### src/rtl/led_fx_pkg.sv
// rtl/led_fx_pkg.sv - shared types and frame-length helper for the LED effect driver
package led_fx_pkg;

  typedef enum logic [1:0] {
    BLINK  = 2'd0,
    CHASE  = 2'd1,
    BOUNCE = 2'd2,
    FILL   = 2'd3
  } led_mode_t;

  typedef enum logic [1:0] {
    IDLE = 2'd0,
    RUN  = 2'd1,
    HOLD = 2'd2
  } led_fx_state_t;

  // Steps in one complete frame of the given pattern.
  function automatic int frame_len(led_mode_t mode, int n_led);
    case (mode)
      BLINK:   return 2;
      CHASE:   return n_led;
      BOUNCE:  return 2 * n_led - 2;
      default: return n_led + 1;
    endcase
  endfunction

endpackage

### src/rtl/led_fx_prescaler.sv
// rtl/led_fx_prescaler.sv - free-running step-tick divider with synchronous clear
module led_fx_prescaler #(
  parameter int DIV = 25_000_000
) (
  input  logic clk,
  input  logic rst,
  input  logic clear,
  output logic tick
);

  localparam int CW = $clog2(DIV);

  logic [CW-1:0] cnt;

  assign tick = (cnt == CW'(DIV - 1));

  always_ff @(posedge clk or posedge rst) begin
    if (rst) begin
      cnt <= '0;
    end else if (clear || tick) begin
      cnt <= '0;
    end else begin
      cnt <= cnt + 1'b1;
    end
  end

endmodule

### src/rtl/led_fx_driver.sv
// rtl/led_fx_driver.sv - N-LED animated indicator driver with optional finite burst
module led_fx_driver
  import led_fx_pkg::*;
#(
  parameter int N_LED  = 8,
  parameter int DIV    = 25_000_000,
  parameter int BURSTS = 0
) (
  input  logic             clk,
  input  logic             rst,
  input  logic             en,
  input  logic [1:0]       mode,
  output logic [N_LED-1:0] led,
  output logic             busy,
  output logic             done
);

  localparam int SW  = $clog2(2 * N_LED);
  localparam int FLW = SW + 1;
  localparam int FW  = (BURSTS > 0) ? (($clog2(BURSTS + 1) > 1) ? $clog2(BURSTS + 1) : 1) : 1;
  localparam logic [FW-1:0] LAST_FRAME = FW'((BURSTS > 0) ? BURSTS - 1 : 0);

  led_fx_state_t   state;
  led_mode_t       mode_q;
  logic [SW-1:0]   step;
  logic [SW-1:0]   next_step;
  logic [FW-1:0]   frame;
  logic [FLW-1:0]  flen;
  logic            tick;
  logic            last_step;
  logic            burst_end;

  function automatic logic [N_LED-1:0] pattern(led_mode_t m, logic [SW-1:0] s);
    logic [SW-1:0] pos;
    // Bounce folds the second half of the frame back toward LED 0 without repeating the ends.
    pos = (s < SW'(N_LED)) ? s : SW'(2 * N_LED - 2) - s;
    case (m)
      BLINK:   pattern = s[0] ? '0 : '1;
      CHASE:   pattern = {{(N_LED-1){1'b0}}, 1'b1} << s;
      BOUNCE:  pattern = {{(N_LED-1){1'b0}}, 1'b1} << pos;
      default: pattern = N_LED'(({{N_LED{1'b0}}, 1'b1} << s) - 1'b1);
    endcase
  endfunction

  led_fx_prescaler #(
    .DIV(DIV)
  ) u_prescaler (
    .clk  (clk),
    .rst  (rst),
    .clear(state != RUN),
    .tick (tick)
  );

  assign flen      = FLW'(frame_len(mode_q, N_LED));
  assign last_step = ({1'b0, step} == (flen - 1'b1));
  assign next_step = last_step ? '0 : step + 1'b1;
  assign burst_end = (BURSTS > 0) && tick && last_step && (frame == LAST_FRAME);

  always_ff @(posedge clk or posedge rst) begin
    if (rst) begin
      state  <= IDLE;
      mode_q <= BLINK;
      step   <= '0;
      frame  <= '0;
      led    <= '0;
      busy   <= 1'b0;
      done   <= 1'b0;
    end else begin
      done <= 1'b0;
      case (state)
        IDLE: begin
          if (en) begin
            state  <= RUN;
            mode_q <= led_mode_t'(mode);
            step   <= '0;
            frame  <= '0;
            led    <= pattern(led_mode_t'(mode), '0);
            busy   <= 1'b1;
          end
        end
        RUN: begin
          // Completion wins over a simultaneous en drop, but then skips HOLD.
          if (burst_end) begin
            done  <= 1'b1;
            led   <= '0;
            busy  <= 1'b0;
            state <= en ? HOLD : IDLE;
          end else if (!en) begin
            led   <= '0;
            busy  <= 1'b0;
            state <= IDLE;
          end else if (tick) begin
            step <= next_step;
            if (last_step) begin
              frame <= frame + 1'b1;
            end
            led <= pattern(mode_q, next_step);
          end
        end
        HOLD: begin
          if (!en) begin
            state <= IDLE;
          end
        end
        default: begin
          state <= IDLE;
          led   <= '0;
          busy  <= 1'b0;
        end
      endcase
    end
  end

endmodule

### config.mk
export PLATFORM = sky130hd
export DESIGN_NAME = led_fx_driver
export DESIGN_NICKNAME = d
export VERILOG_FILES = /design/src/rtl/led_fx_pkg.sv /design/src/rtl/led_fx_prescaler.sv /design/src/rtl/led_fx_driver.sv
export SDC_FILE = /design/constraint.sdc
export NUM_CORES = 1
export LEC_CHECK = 0
export ABC_AREA = 0
export CAP_MARGIN = 10
export CORE_MARGIN = 2
export CORE_UTILIZATION = 61
export DETAILED_ROUTE_END_ITERATION = 6
export HOLD_SLACK_MARGIN = 0.03
export PLACE_DENSITY = 0.84
export SYNTH_ARGS = -nofsm -noshare
export SYNTH_HDL_FRONTEND = slang
export SYNTH_SLANG_ARGS = --single-unit
### constraint.sdc
create_clock -name clk -period 4 [get_ports clk]
set_clock_uncertainty 0.15 [all_clocks]
set_input_delay 0.8 -clock clk [delete_from_list [all_inputs] [get_ports clk]]
set_output_delay 0.8 -clock clk [all_outputs]
set_load 0.005 [all_outputs]
==> flow_summary_export.csv <==
group,metric,value,unit
outcome,status,"completed",
hold_path,min_path_cells,1,
worst_setup_path,end_kind,"register",
placement,dp_hpwl,5010,microns
worst_setup_path,worst-path-buf-inv,3,
synth,yosys-top-cells-area,"dfrtp_1, ha_1, nor2_1",
clock_network,clkSinkCount,40,
synth,synth_top_area_cell,"dfrtp_1",
timing,fin_setup_tns,0,ns
detailed_routing,antenna_left,0,
clock_network,root_buffer,"clkbuf_8",
global_routing,grt_pass1_wl,11970,microns
timing,final_hold_viol_count,0,
floorplanning,ios,15,
worst_setup_path,crit_type,"register to register",
synth,netlist_instances,347,
layout,drive_gt1_frac,0.08964,
timing,setup_viol,0,
synth,synth_edf_count,0,
worst_setup_path,worst_path_largest_cell_delay,0.38,ns
clock_network,cts_tree,"done",
synth,ys.flop_type,"dfrtp_1",
layout,diodes,0,
timing,rsz0062_at_grt,"no",
layout,instances_no_fill,424,
clock_network,ctsHtreeMaxLevel,2,
synth,ys_seq_area_frac,0.3314,
detailed_routing,drt-initial-drc-count,312,
synth,syn_area_per_cell,8.704,sq um
synth,synth_nets,365,
detailed_routing,avgRoutedWirePerCell,16.28,microns
clock_network,clock_latency,0.30,ns
global_routing,antenna_found_initial,0,
worst_setup_path,r2r_cells,12,
clock_network,cts_setup_buffers,0,
clock_network,cts_buffers,5,
clock_network,clk_pin_slew,0.08,ns
worst_setup_path,cp_top_family,"compound AO/OA/AOI/OAI gates",
floorplanning,die_h,74.37,microns
detailed_routing,remaining_drc_errors,0,
synth,synth_area,0.003020,sq mm
synth,async_flop_share,1.000,
pwr,ir_drop,0.2651,mV
job,cap_violations,0,
timing,max_freq,293.9,MHz
worst_setup_path,reg2reg_slack,0.60,ns
layout,final_cell_mix,"nor2_1, dfrtp_1, nand2_1",
timing,setup_slack,0.5976,ns
timing,timing.hold.ws,0.3699,ns
worst_setup_path,cp-start-kind,"register",
hold_path,hold_path_class,"register to register",
pwr,p_per_area,689.4,mW/mm^2
worst_setup_path,critPathMostFrequentCell,"inv_1",
synth,synth_top_area_frac,0.3314,
layout,fillerInstances,392,
worst_setup_path,crit_slowest_cell,"dfrtp_1",
synth,synth_warnings,0,
detailed_routing,viasPerCell,6.396,
detailed_routing,route.vias.total,2712,
worst_setup_path,cp.required,4.06,ns
global_routing,grt_pass1_vias,2539,
detailed_routing,routed_wirelength,6903,microns
synth,synthDistinctLibCells,70,
layout,area_growth,7.291,%
layout,fin_nets,374,
hold_path,worstHoldStart,"u_prescaler.cnt[0]",
worst_setup_path,r2r_end,"led[5]",
timing,report.final.slew_viol_count,0,
pwr,p_leak,0.001295,uW
timing,layout_min_cycle_time,3.402,ns
global_routing,grt.total_usage,0.2804,
worst_setup_path,crit_cells,12,
placement,dp_slack,0.6380,ns
worst_setup_path,crit_chain,"inv_1 > ha_1 > or2_2 > mux2_2 > o21ai_1 > inv_1 > ha_1 > inv_1 > o211ai_1 > a22oi_1 > xnor2_1 > a211oi_1",
synth,ys_seq_elements,40,
global_routing,gr-total-overflow,0,
global_routing,grt_max_degree,41,
placement,gp_congestion,0.9178,
worst_setup_path,timing.rr.start,"mode_q[1]",
placement,numPortBuffers,13,
clock_network,cts_resized,0,
timing,fin_crit_sh,0.8506,
clock_network,clock_path_buffers,2,
timing,worst_slew_pin_slew,0.6546,ns
placement,dp_cells,416,
floorplanning,dieArea,0.005530,sq mm
floorplanning,num_rows,25,
worst_setup_path,critPathMaxFanout,9,
timing,max_slew_margin,0.5620,
floorplanning,core_area,0.004755,sq mm
floorplanning,start_util,0.6353,
detailed_routing,dr.pass1.iters,5,
clock_network,cts_hold_buf,0,
hold_path,hold_end,"u_prescaler.cnt[0]",
floorplanning,dieWidth,74.37,microns
worst_setup_path,cp.arrival,3.47,ns
[flip-flops by register name, summed over array words and instances (netlist names)]
signal           flops
busy                 1
mode_q               2
led                  8
step                 4
u_prescaler.cnt     25
[worst register-to-register path: stages (launching register included)]
cell and delay (ns):
dfrtp_1 0.38, inv_1 0.09, ha_1 0.30, or2_2 0.35, mux2_2 0.34, o21ai_1 0.37, inv_1 0.13, ha_1 0.29
inv_1 0.10, o211ai_1 0.13, a22oi_1 0.35, xnor2_1 0.13, a211oi_1 0.22
[area by class of cell]
| type | instances | area, sq um | area share |
|---|---|---|---|
| Clock inverter | 2 | 10.01 | 0.003089 |
| Tap cell | 67 | 83.83 | 0.02587 |
| Clock buffer | 6 | 82.58 | 0.02548 |
| Timing Repair Buffer | 20 | 182.7 | 0.05637 |
| Inverter | 18 | 67.56 | 0.02085 |
| Multi-Input combinational cell | 271 | 1813 | 0.5595 |
| Sequential cell | 40 | 1001 | 0.3089 |
[cells in the mapped netlist (all sizes together) (6+ instances only)]
cell type   n
a211oi      8
a21oi      17
a31oi       6
and3        7
buf         9
clkbuf      9
dfrtp      40
ha         13
inv        18
nand2      27
nand3      11
nor2       41
nor3        9
o211ai      6
o21ai      17
xnor2      16
xor2       17
[cell families after synthesis]
logic type,count (synthesis),share of synthesized area
adders and majority gates,13,0.05385
buffers and inverters,36,0.06835
AOI/OAI and AO/OA,90,0.2100
muxes,2,0.007042
xor gates and xnor gates,33,0.09569
and+or+nand+nor,132,0.2324
other,1,0.001242
DFF,40,0.3314
[worst max-delay path by stage]
| stage | start | endpoint | slack [ns] |
|---|---|---|---|
| 2_1_floorplan | mode_q[1] | led[6] | 0.96 |
| 3_3_place_gp | mode_q[1] | led[6] | 0.73 |
| 3_5_place_dp | mode_q[1] | led[5] | 0.64 |
| 4_1_cts | mode_q[1] | led[5] | 0.61 |
| 5_1_grt | mode_q[1] | led[7] | 0.28 |
| 6_report | mode_q[1] | led[5] | 0.60 |
[report_power, final]
part           internal, uW  switching, uW
Sequential              477           95.9
Clock                   138            145
Combinational           544            834
[per-layer routing]
| layer | vias to the layer above | track usage | wire, microns |
|---|---|---|---|
| met3 | 25 | 0.05691 | 444 |
| met4 | 0 | 0.1171 | 194 |
| met1 | 1281 | 0.3694 | 2922 |
| li1 | 1280 | - | - |
| met5 | - | 0 | 0 |
| met2 | 126 | 0.4523 | 3341 |
[through the flow]
stage	utilization	total power [uW]	area, sq um
floorplan	-	1604	3020
detailed placement	0.6621	1927	3148
finish	0.6816	2234	3241
global route	0.6816	2432	3241
global placement	0.6621	1919	3148
CTS	0.6816	2214	3241
Power figures use the tool's default switching activity.
